File: src/rtl/width_multiplier_pkg.sv
// width_multiplier_pkg: shared width constants for the 64-bit to 256-bit stream packer.
package width_multiplier_pkg;
   localparam int S_DATA_W = 64;
   localparam int M_DATA_W = 256;
   localparam int LANES    = 4;
   localparam int PTR_W    = 2;
endpackage

File: src/rtl/width_multiplier.sv
// width_multiplier: packs up to four consecutive input beats of one packet into one wide output word.
module width_multiplier
   import width_multiplier_pkg::*;
#(
   parameter int C_S_AXIS_DATA_WIDTH = S_DATA_W,
   parameter int C_M_AXIS_DATA_WIDTH = M_DATA_W,
   parameter int C_TUSER_WIDTH       = 1
) (
   input  logic                             clk,
   input  logic                             reset,
   input  logic [C_S_AXIS_DATA_WIDTH-1:0]   s_axis_tdata,
   input  logic [C_S_AXIS_DATA_WIDTH/8-1:0] s_axis_tkeep,
   input  logic                             s_axis_tvalid,
   output logic                             s_axis_tready,
   input  logic [C_TUSER_WIDTH-1:0]         s_axis_tuser,
   input  logic                             s_axis_tlast,
   output logic [C_M_AXIS_DATA_WIDTH-1:0]   m_axis_tdata,
   output logic [C_M_AXIS_DATA_WIDTH/8-1:0] m_axis_tkeep,
   output logic                             m_axis_tvalid,
   input  logic                             m_axis_tready,
   output logic [C_TUSER_WIDTH-1:0]         m_axis_tuser,
   output logic                             m_axis_tlast
);
   localparam int SW = C_S_AXIS_DATA_WIDTH;
   localparam int SK = SW / 8;
   localparam int MW = C_M_AXIS_DATA_WIDTH;
   localparam int MK = MW / 8;
   localparam int LN = LANES;

   logic [PTR_W-1:0]         ptr;
   logic [MW-1:0]            acc_data, nxt_data;
   logic [MK-1:0]            acc_keep, nxt_keep;
   logic [C_TUSER_WIDTH-1:0] acc_user;
   logic                     accept, done;

   assign s_axis_tready = !m_axis_tvalid | m_axis_tready;
   assign accept        = s_axis_tvalid & s_axis_tready;
   assign done          = accept & ((ptr == PTR_W'(LN - 1)) | s_axis_tlast);

   // Accumulator is cleared on every completion, so unfilled lanes stay zero.
   always_comb begin
      nxt_data = acc_data;
      nxt_keep = acc_keep;
      for (int i = 0; i < LN; i++)
         if (ptr == PTR_W'(i)) begin
            nxt_data[i*SW +: SW] = s_axis_tdata;
            nxt_keep[i*SK +: SK] = s_axis_tkeep;
         end
   end

   always_ff @(posedge clk or negedge reset) begin
      if (!reset) begin
         ptr           <= '0;
         acc_data      <= '0;
         acc_keep      <= '0;
         acc_user      <= '0;
         m_axis_tdata  <= '0;
         m_axis_tkeep  <= '0;
         m_axis_tuser  <= '0;
         m_axis_tlast  <= 1'b0;
         m_axis_tvalid <= 1'b0;
      end else if (done) begin
         m_axis_tdata  <= nxt_data;
         m_axis_tkeep  <= nxt_keep;
         m_axis_tuser  <= acc_user | s_axis_tuser;
         m_axis_tlast  <= s_axis_tlast;
         m_axis_tvalid <= 1'b1;
         ptr           <= '0;
         acc_data      <= '0;
         acc_keep      <= '0;
         acc_user      <= '0;
      end else begin
         if (accept) begin
            acc_data <= nxt_data;
            acc_keep <= nxt_keep;
            acc_user <= acc_user | s_axis_tuser;
            ptr      <= ptr + 1'b1;
         end
         if (m_axis_tready)
            m_axis_tvalid <= 1'b0;
      end
   end
endmodule

File: config.mk
export PLATFORM = sky130hd
export DESIGN_NAME = width_multiplier
export DESIGN_NICKNAME = d
export VERILOG_FILES = /design/src/rtl/width_multiplier_pkg.sv /design/src/rtl/width_multiplier.sv
export SDC_FILE = /design/constraint.sdc
export NUM_CORES = 1
export LEC_CHECK = 0
export BUFFER_PORTS_ARGS = -buffer_cell sky130_fd_sc_hd__buf_4
export CAP_MARGIN = 20
export CORE_MARGIN = 2
export CORE_UTILIZATION = 40
export CTS_BUF_LIST = sky130_fd_sc_hd__clkbuf_8
export DETAILED_ROUTE_END_ITERATION = 7
export SETUP_SLACK_MARGIN = 0.4
export SLEW_MARGIN = 20
export SYNTH_ARGS = -nofsm -noshare
export SYNTH_HDL_FRONTEND = slang
export SYNTH_SLANG_ARGS = --single-unit
File: constraint.sdc
create_clock -name clk -period 3.8 [get_ports clk]
set_clock_uncertainty 0.1 [all_clocks]
set_input_delay 0.38 -clock clk [delete_from_list [all_inputs] [get_ports clk]]
set_output_delay 0.38 -clock clk [all_outputs]
set_load 0.01 [all_outputs]
==> flow_metrics.env, run 1 <==
export IMPL_most_common_layout_cells="dfrtp_1 (582), buf_4 (396), a31oi_1 (290)"
export IMPL_io_buffer_count=369
export IMPL_avgSynthCellArea_um2=12.29
export IMPL_synth_nets=2063
export IMPL_netlist_instances=1981
export IMPL_r2r_end="m_axis_tdata[188]$_DFFE_PN0P_"
export IMPL_netlist_cell_type_count=25
export IMPL_status="finished, final reports clean"
export IMPL_cpPeakStageDelay_ns=0.62
export IMPL_avgViaCountPerCell=5.870
export IMPL_arrival_ns=3.29
export IMPL_period_share=0.7492
export IMPL_yosysTopAreaCell="dfrtp_1"
export IMPL_reg2reg_depth=5
export IMPL_core_area_um2=60250
export IMPL_synth_flop_cell="dfrtp_1"
export IMPL_drt_wl_total_um=77480
export IMPL_worst_path_max_fanout=57
export IMPL_worstMarginPinSlew_ns=1.121
export IMPL_critPathCaptureType="flip-flop"
export IMPL_dr_pass1_iters=5
export IMPL_drive_above_1_share=0.2420
export IMPL_drc_errors=0
export IMPL_die_area_um2=62860
export IMPL_syn_area_um2=24350
export IMPL_htreeDepth=3
export IMPL_crit_slowest_cell="and3_4"
export IMPL_die_h_um=250.7
export IMPL_grt_pass1_vias=19230
export IMPL_synth_edf_count=0
export IMPL_rsz0062_at_grt="no"
export IMPL_final_antenna_net_count=0
export IMPL_area_delta_synth_final_pct=25.52
export IMPL_yosys_warnings=0
export IMPL_cts_setup_buffers=0
export IMPL_hp_class="in -> reg"
export IMPL_grt_first_pass_wirelength_um=120100
export IMPL_cp_buffers_inverters=1
export IMPL_ys_seq_elements=582
export IMPL_dp_cells=2962
export IMPL_clk_pin_slew_ns=0.06
export IMPL_drtIter0Drc=1652
export IMPL_static_leakage_power_uw=0.01384
export IMPL_placed_cell_area_um2=27750
export IMPL_grt_max_degree=154
export IMPL_crit_chain="ha_4 -> or2_4 -> and3_4 -> buf_12 -> a21oi_1"
export IMPL_report_final_slew_viol_count=0
export IMPL_grt_usage=0.2446
export IMPL_dp_hpwl_um=45420
export IMPL_nets=2437
export IMPL_wl_per_cell_um=24.11
export IMPL_final_cells=3213
export IMPL_async_reset_ff_frac=1.000
export IMPL_num_rows=90
export IMPL_cp_start_kind="flip-flop"
export IMPL_maxCapViolCount=0
export IMPL_insertion_delay_ns=0.69
export IMPL_critPathTopFamily="simple AND/OR/NAND/NOR gates"
export IMPL_rr_startpoint="ptr[0]$_DFFE_PN0P_"
export IMPL_initial_core_util=0.4042
export IMPL_setup_tns_ns=0
export IMPL_worstSetupEndpoint="m_axis_tdata[188]$_DFFE_PN0P_"
export IMPL_die_w_um=250.7
export IMPL_synthTopCellsByArea="dfrtp_1 (60%), mux2i_1 (12%), a22o_1 (7.8%)"
export IMPL_path_class="reg -> reg"
export IMPL_vias=18860
export IMPL_cts_tree="yes"
export IMPL_max_freq_mhz=351.2
export IMPL_r2r_setup_slack_ns=0.95
export IMPL_setup_viol=0
export IMPL_cp_startpoint="ptr[0]$_DFFE_PN0P_"
export IMPL_root_buffer="clkbuf_8"
export IMPL_cts_buffers=97
export IMPL_p_per_area_nw_per_um2=646.6
export IMPL_antenna_found_initial=2
export IMPL_final_hold_violation_count=0
export IMPL_finish_instance_area_um2=30560
export IMPL_yosysSeqAreaShare=0.5982
export IMPL_worstPathRequired_ns=4.24
export IMPL_cts_sinks=582
export IMPL_boundaryPins=370
export IMPL_synth_top_area_share=0.5982
export IMPL_maxSlewHeadroom=0.2525
export IMPL_finalCriticalPeriod_ns=2.847
export IMPL_cp_depth=5
export IMPL_place_congestion=0.7944
export IMPL_overflow=0
export IMPL_clockBufferDepth=3
export IMPL_vdd_drop_max_uv=271.6
export IMPL_p_total_uw=19760
export IMPL_layout_commonest_cell="dfrtp_1"
[worst min-delay path by stage]
| stage | depth (start not counted) | from | end | slack [ns] |
|---|---|---|---|---|
| after floorplan | 0 | reset | acc_data[0]$_DFFE_PN0P_ | -0.02 |
| after global placement | 1 | acc_data[252]$_DFFE_PN0P_ | acc_data[252]$_DFFE_PN0P_ | 0.37 |
| after detailed placement | 1 | acc_data[231]$_DFFE_PN0P_ | acc_data[231]$_DFFE_PN0P_ | 0.37 |
| after CTS | 3 | s_axis_tvalid | m_axis_tdata[212]$_DFFE_PN0P_ | 0.13 |
| after global routing | 3 | s_axis_tvalid | m_axis_tuser$_DFFE_PN0P_ | 0.16 |
| final | 3 | s_axis_tvalid | m_axis_tdata[215]$_DFFE_PN0P_ | 0.18 |
[per-layer routing]
layer	vias up	share of wire	track usage
met5	-	0.00013	0
met4	2	0.035	0.1013
met3	152	0.064	0.05092
met2	735	0.47	0.3729
met1	9720	0.44	0.3406
li1	8251	-	-
[flip-flops by register name, summed over array words and instances (netlist names)]
register / flops
acc_user: 1
m_axis_tkeep: 32
ptr: 2
m_axis_tlast: 1
m_axis_tdata: 256
acc_keep: 32
m_axis_tvalid: 1
m_axis_tuser: 1
acc_data: 256
[cell usage after synthesis, types with 2 or more instances]
master,number
buf_2,110
mux2i_1,288
buf_1,16
a31oi_1,290
a21oi_2,10
ha_1,4
buf_6,11
and4_1,4
a22o_1,216
clkbuf_1,76
o211ai_2,3
and2_1,72
nor2_1,4
a21oi_1,281
buf_4,4
dfrtp_1,582
inv_1,2
[worst min-delay path, cell delays in order]
cell     delay, ns
buf_8         0.23
a31oi_1       0.22
a21oi_1       0.05
[stage by stage]
step,hold WS (ns),util,setup WS [ns]
2_1_floorplan,-0.01559,-,1.929
3_3_place_gp,0.3682,0.4606,0.9980
3_5_place_dp,0.3701,0.4606,0.9302
4_1_cts,0.1323,0.5069,0.8994
5_1_grt,0.1630,0.5073,0.7980
6_report,0.1759,0.5073,0.9529
[where the power goes]
| group | switching [µW] | internal, µW | leakage (µW) |
|---|---|---|---|
| Combinational | 2960 | 2610 | 0.00531 |
| Sequential | 945 | 7490 | 0.00737 |
| Clock | 2560 | 3200 | 0.00116 |
| Total | 6470 | 13300 | 0.0138 |
[cell families (layout without fill, tap and decap cells)]
group | count (synthesis) | in the layout | synth area share
multiplexers | 288 | 288 | 0.1184
other | 0 | 1 | 0
adder cells (fa/ha/maj) | 4 | 4 | 0.002056
flip-flops | 582 | 582 | 0.5982
buffers and inverters | 219 | 668 | 0.04342
AO/OA/AOI/OAI | 803 | 803 | 0.2163
AND/OR/NAND/NOR | 85 | 85 | 0.02169
[layout make-up]
class	count	area, µm²
fillers	5233	29680
flip-flops and latches	582	14560
multi-input cells	1180	8838
repair buffers	492	4134
clock buffers	128	1762
well taps	782	978.4
clock inverters	46	275.3
inverters	2	7.507
diodes	1	2.502
[what timing repair did]
item | in CTS | in global routing
hold buffers | 75 | 0
endpoints found under the hold margin | 584 | 0
gates resized for setup | 0 | 0
(Power assumes the default switching activity.)
==> run 2: changes to the inputs <==
--- a/config.mk
+++ b/config.mk
@@ -5,6 +5,7 @@
 export SDC_FILE = /design/constraint.sdc
 export NUM_CORES = 1
 export LEC_CHECK = 0
+export ABC_AREA = 1
 export BUFFER_PORTS_ARGS = -buffer_cell sky130_fd_sc_hd__buf_4
 export CAP_MARGIN = 20
 export CORE_MARGIN = 2
==> constraint.sdc (replaced) <==
create_clock -name clk -period 2.7 [get_ports clk]
set_clock_uncertainty 0.1 [all_clocks]
set_input_delay 0.27 -clock clk [delete_from_list [all_inputs] [get_ports clk]]
set_output_delay 0.27 -clock clk [all_outputs]
set_load 0.01 [all_outputs]
==> flow_metrics.env, run 2 <==
export IMPL_reg2reg_depth=8
export IMPL_status="finished, final reports clean"
export IMPL_final_antenna_net_count=0
export IMPL_core_area_um2=64350
export IMPL_clockBufferDepth=3
export IMPL_arrival_ns=2.50
export IMPL_yosys_area_share_simple=0.3808
export IMPL_worstPathRequired_ns=3.16
export IMPL_cts_tree="yes"
export IMPL_power_share_switching=0.3430
export IMPL_synth_top_area_share=0.5596
export IMPL_nets=3842
export IMPL_vias=23160
export IMPL_final_util=0.5073
export IMPL_critPathCaptureType="flip-flop"
export IMPL_overflow=0
export IMPL_hold_start="s_axis_tlast"
export IMPL_netlist_cell_type_count=15
export IMPL_rsz0062_at_grt="no"
export IMPL_yosysMostFrequentCell="nand2_1"
export IMPL_setup_tns_ns=0
export IMPL_syn_area_um2=26020
export IMPL_seq_power_share=0.422
export IMPL_critPathTopFamily="buffers and inverters"
export IMPL_yosys_warnings=0
export IMPL_die_area_um2=67120
export IMPL_period_share=0.7554
export IMPL_avgViaCountPerCell=4.931
export IMPL_p_switching_uw=9172
export IMPL_synth_edf_count=0
export IMPL_boundaryPins=370
export IMPL_cp_start_kind="flip-flop"
export IMPL_place_congestion=0.7920
export IMPL_final_hold_violation_count=0
export IMPL_crit_chain="inv_1 -> ha_4 -> clkinv_2 -> buf_4 -> nand2_1 -> nand2_1 -> nand3_1 -> nand2_1"
export IMPL_synth_flop_cell="dfrtp_1"
export IMPL_drtIter0Drc=1760
export IMPL_cp_depth=8
export IMPL_cp_buffers_inverters=3
export IMPL_antenna_found_initial=1
export IMPL_dp_hpwl_um=48440
export IMPL_intPower_uw=17570
export IMPL_netlist_instances=3374
export IMPL_finalCriticalPeriod_ns=2.040
export IMPL_dr_pass1_iters=5
export IMPL_grt_first_pass_wirelength_um=129300
export IMPL_max_freq_mhz=490.3
export IMPL_initial_core_util=0.4044
export IMPL_crit_slowest_cell="dfrtp_1"
export IMPL_synth_common_cells="nand2_1 (1958), dfrtp_1 (582), nand3_1 (509), buf_2 (111), clkbuf_1 (85)"
export IMPL_worstMarginPinSlew_ns=0.7055
export IMPL_maxSlewHeadroom=0.5297
export IMPL_synthTopCellsByArea="dfrtp_1 (56%), nand2_1 (28%), nand3_1 (9.8%)"
export IMPL_cp_startpoint="ptr[1]$_DFFE_PN0P_"
export IMPL_top_regs="acc_data x256, m_axis_tdata x256"
export IMPL_synth_xor_area_frac=0
export IMPL_path_class="reg -> reg"
export IMPL_area_delta_synth_final_pct=25.43
export IMPL_drt_wl_total_um=82180
export IMPL_drc_errors=0
export IMPL_hp_class="in -> reg"
export IMPL_num_rows=93
export IMPL_yosysSeqAreaShare=0.5596
export IMPL_whs_path_depth=4
export IMPL_synthAdderAreaFrac=0.001923
export IMPL_rr_startpoint="ptr[1]$_DFFE_PN0P_"
export IMPL_grt_max_degree=127
export IMPL_drive_above_1_share=0.1753
export IMPL_p_comb_frac=0.264
export IMPL_ys_seq_elements=582
export IMPL_cpPeakStageDelay_ns=0.46
export IMPL_p_per_area_nw_per_um2=819.1
export IMPL_root_buffer="clkbuf_8"
export IMPL_setup_viol=0
export IMPL_htreeDepth=3
export IMPL_io_buffer_count=369
export IMPL_synth_nets=3456
export IMPL_static_leakage_power_uw=0.01912
export IMPL_synth_top_family_by_area="simple AND/OR/NAND/NOR gates"
export IMPL_cts_resized_gates=0
export IMPL_async_reset_ff_frac=1.000
export IMPL_avgSynthCellArea_um2=7.713
export IMPL_yosysTopAreaCell="dfrtp_1"
export IMPL_grt_pass1_vias=22100
export IMPL_synthMuxAreaShare=0
export IMPL_synth_compound_area_frac=0.0003365
export IMPL_p_clk_frac=0.313
export IMPL_wl_per_cell_um=17.50
export IMPL_clk_pin_slew_ns=0.06
export IMPL_layout_commonest_cell="nand2_1"
export IMPL_cts_buffers=103
export IMPL_report_final_slew_viol_count=0
export IMPL_cts_setup_buffers=0
export IMPL_grt_usage=0.2435
export IMPL_maxCapViolCount=0
export IMPL_vdd_drop_max_uv=472.4
export IMPL_die_w_um=259.1
export IMPL_cts_sinks=582
export IMPL_worst_path_max_fanout=36
export IMPL_die_h_um=259.1
export IMPL_worst_path_most_repeated_cell="nand2_1"
export IMPL_insertion_delay_ns=0.70
export IMPL_most_common_layout_cells="nand2_1 (1957), dfrtp_1 (582), nand3_1 (508)"
==> run 2: cell types whose count changed in the layout (fill, tap and decap cells not counted), sizes merged, moves of 6 or more <==
| cell | before | now |
|---|---|---|
| a21oi | 291 | 1 |
| a22o | 216 | 0 |
| a31oi | 290 | 0 |
| and2 | 72 | 0 |
| buf | 417 | 439 |
| clkbuf | 128 | 134 |
| inv | 30 | 116 |
| mux2i | 288 | 0 |
| nand2 | 1 | 1959 |
| nand3 | 1 | 509 |
==> run 2: kinds of logic (layout without fill, tap and decap cells) <==
group,Yosys count,count (layout)
flops,582,582
other cells,0,1
compound gates,1,1
buf+inv,318,784
simple gates,2469,2469
fa+ha+maj,4,4
==> run 2: stage by stage <==
stage / power [µW] / cell area (µm²) / cells / hold slack, ns / worst slack, ns
after global routing: 28280 / 32640 / 4696 / 0.2855 / 0.4755
after global placement: 18380 / 29720 / 4431 / 0.1615 / 0.6813
final: 26740 / 32640 / 4696 / 0.2960 / 0.6605
after CTS: 27010 / 32640 / 4695 / 0.2498 / 0.6262
after detailed placement: 18440 / 29720 / 4431 / 0.1551 / 0.6490
after floorplan: 14770 / 26030 / 3374 / -0.1256 / 1.018
==> run 2: worst register-to-register path, stage by stage (launching register included) <==
cell and delay [ns]:
dfrtp_1 0.46, inv_1 0.17, ha_4 0.38, clkinv_2 0.10, buf_4 0.29, nand2_1 0.16, nand2_1 0.07, nand3_1 0.11
nand2_1 0.08
==> run 2: metal layers <==
metal / track usage / part of all wire
met1: 0.3402 / 0.44
met4: 0.06696 / 0.020
met2: 0.3869 / 0.47
met3: 0.04804 / 0.068
met5: 0 / 0
==> run 2: area by class of cell <==
class | count | area (µm²)
Antenna cell | 1 | 2.502
Clock buffer | 134 | 1844
Clock inverter | 51 | 271.5
Fill cell | 6239 | 31710
Inverter | 82 | 321.6
Multi-Input combinational cell | 2474 | 10060
Sequential cell | 582 | 14560
Tap cell | 855 | 1070
Timing Repair Buffer | 517 | 4509
==> run 2: path summary, 6_finish.rpt <==
kind                            slack [ns]                           end
worst min-delay path                  0.30      m_axis_tlast$_DFFE_PN0P_
max in group asynchronous             1.18  m_axis_tdata[88]$_DFFE_PN0P_
min in group asynchronous             0.51       acc_keep[8]$_DFFE_PN0P_
worst max-delay path                  0.66  m_axis_tdata[99]$_DFFE_PN0P_
worst min register to register        0.37      acc_keep[24]$_DFFE_PN0P_
worst max register to register        0.66  m_axis_tdata[99]$_DFFE_PN0P_
==> run 2: repair_timing <==
item,in CTS,in global routing
hold endpoints to repair,1094,0
endpoints found under the setup margin,0,0
hold buffers,79,0
==> run 2: power groups by stage <==
| stage | sequential, µW | clock [µW] | combinational, µW |
|---|---|---|---|
| 4_1_cts | 11300 | 8570 | 7140 |
| 2_1_floorplan | 11500 | 0 | 3240 |
| 3_3_place_gp | 11400 | 0 | 6940 |
| 6_report | 11300 | 8380 | 7070 |
| 5_1_grt | 11500 | 8980 | 7850 |
| 3_5_place_dp | 11400 | 0 | 7040 |
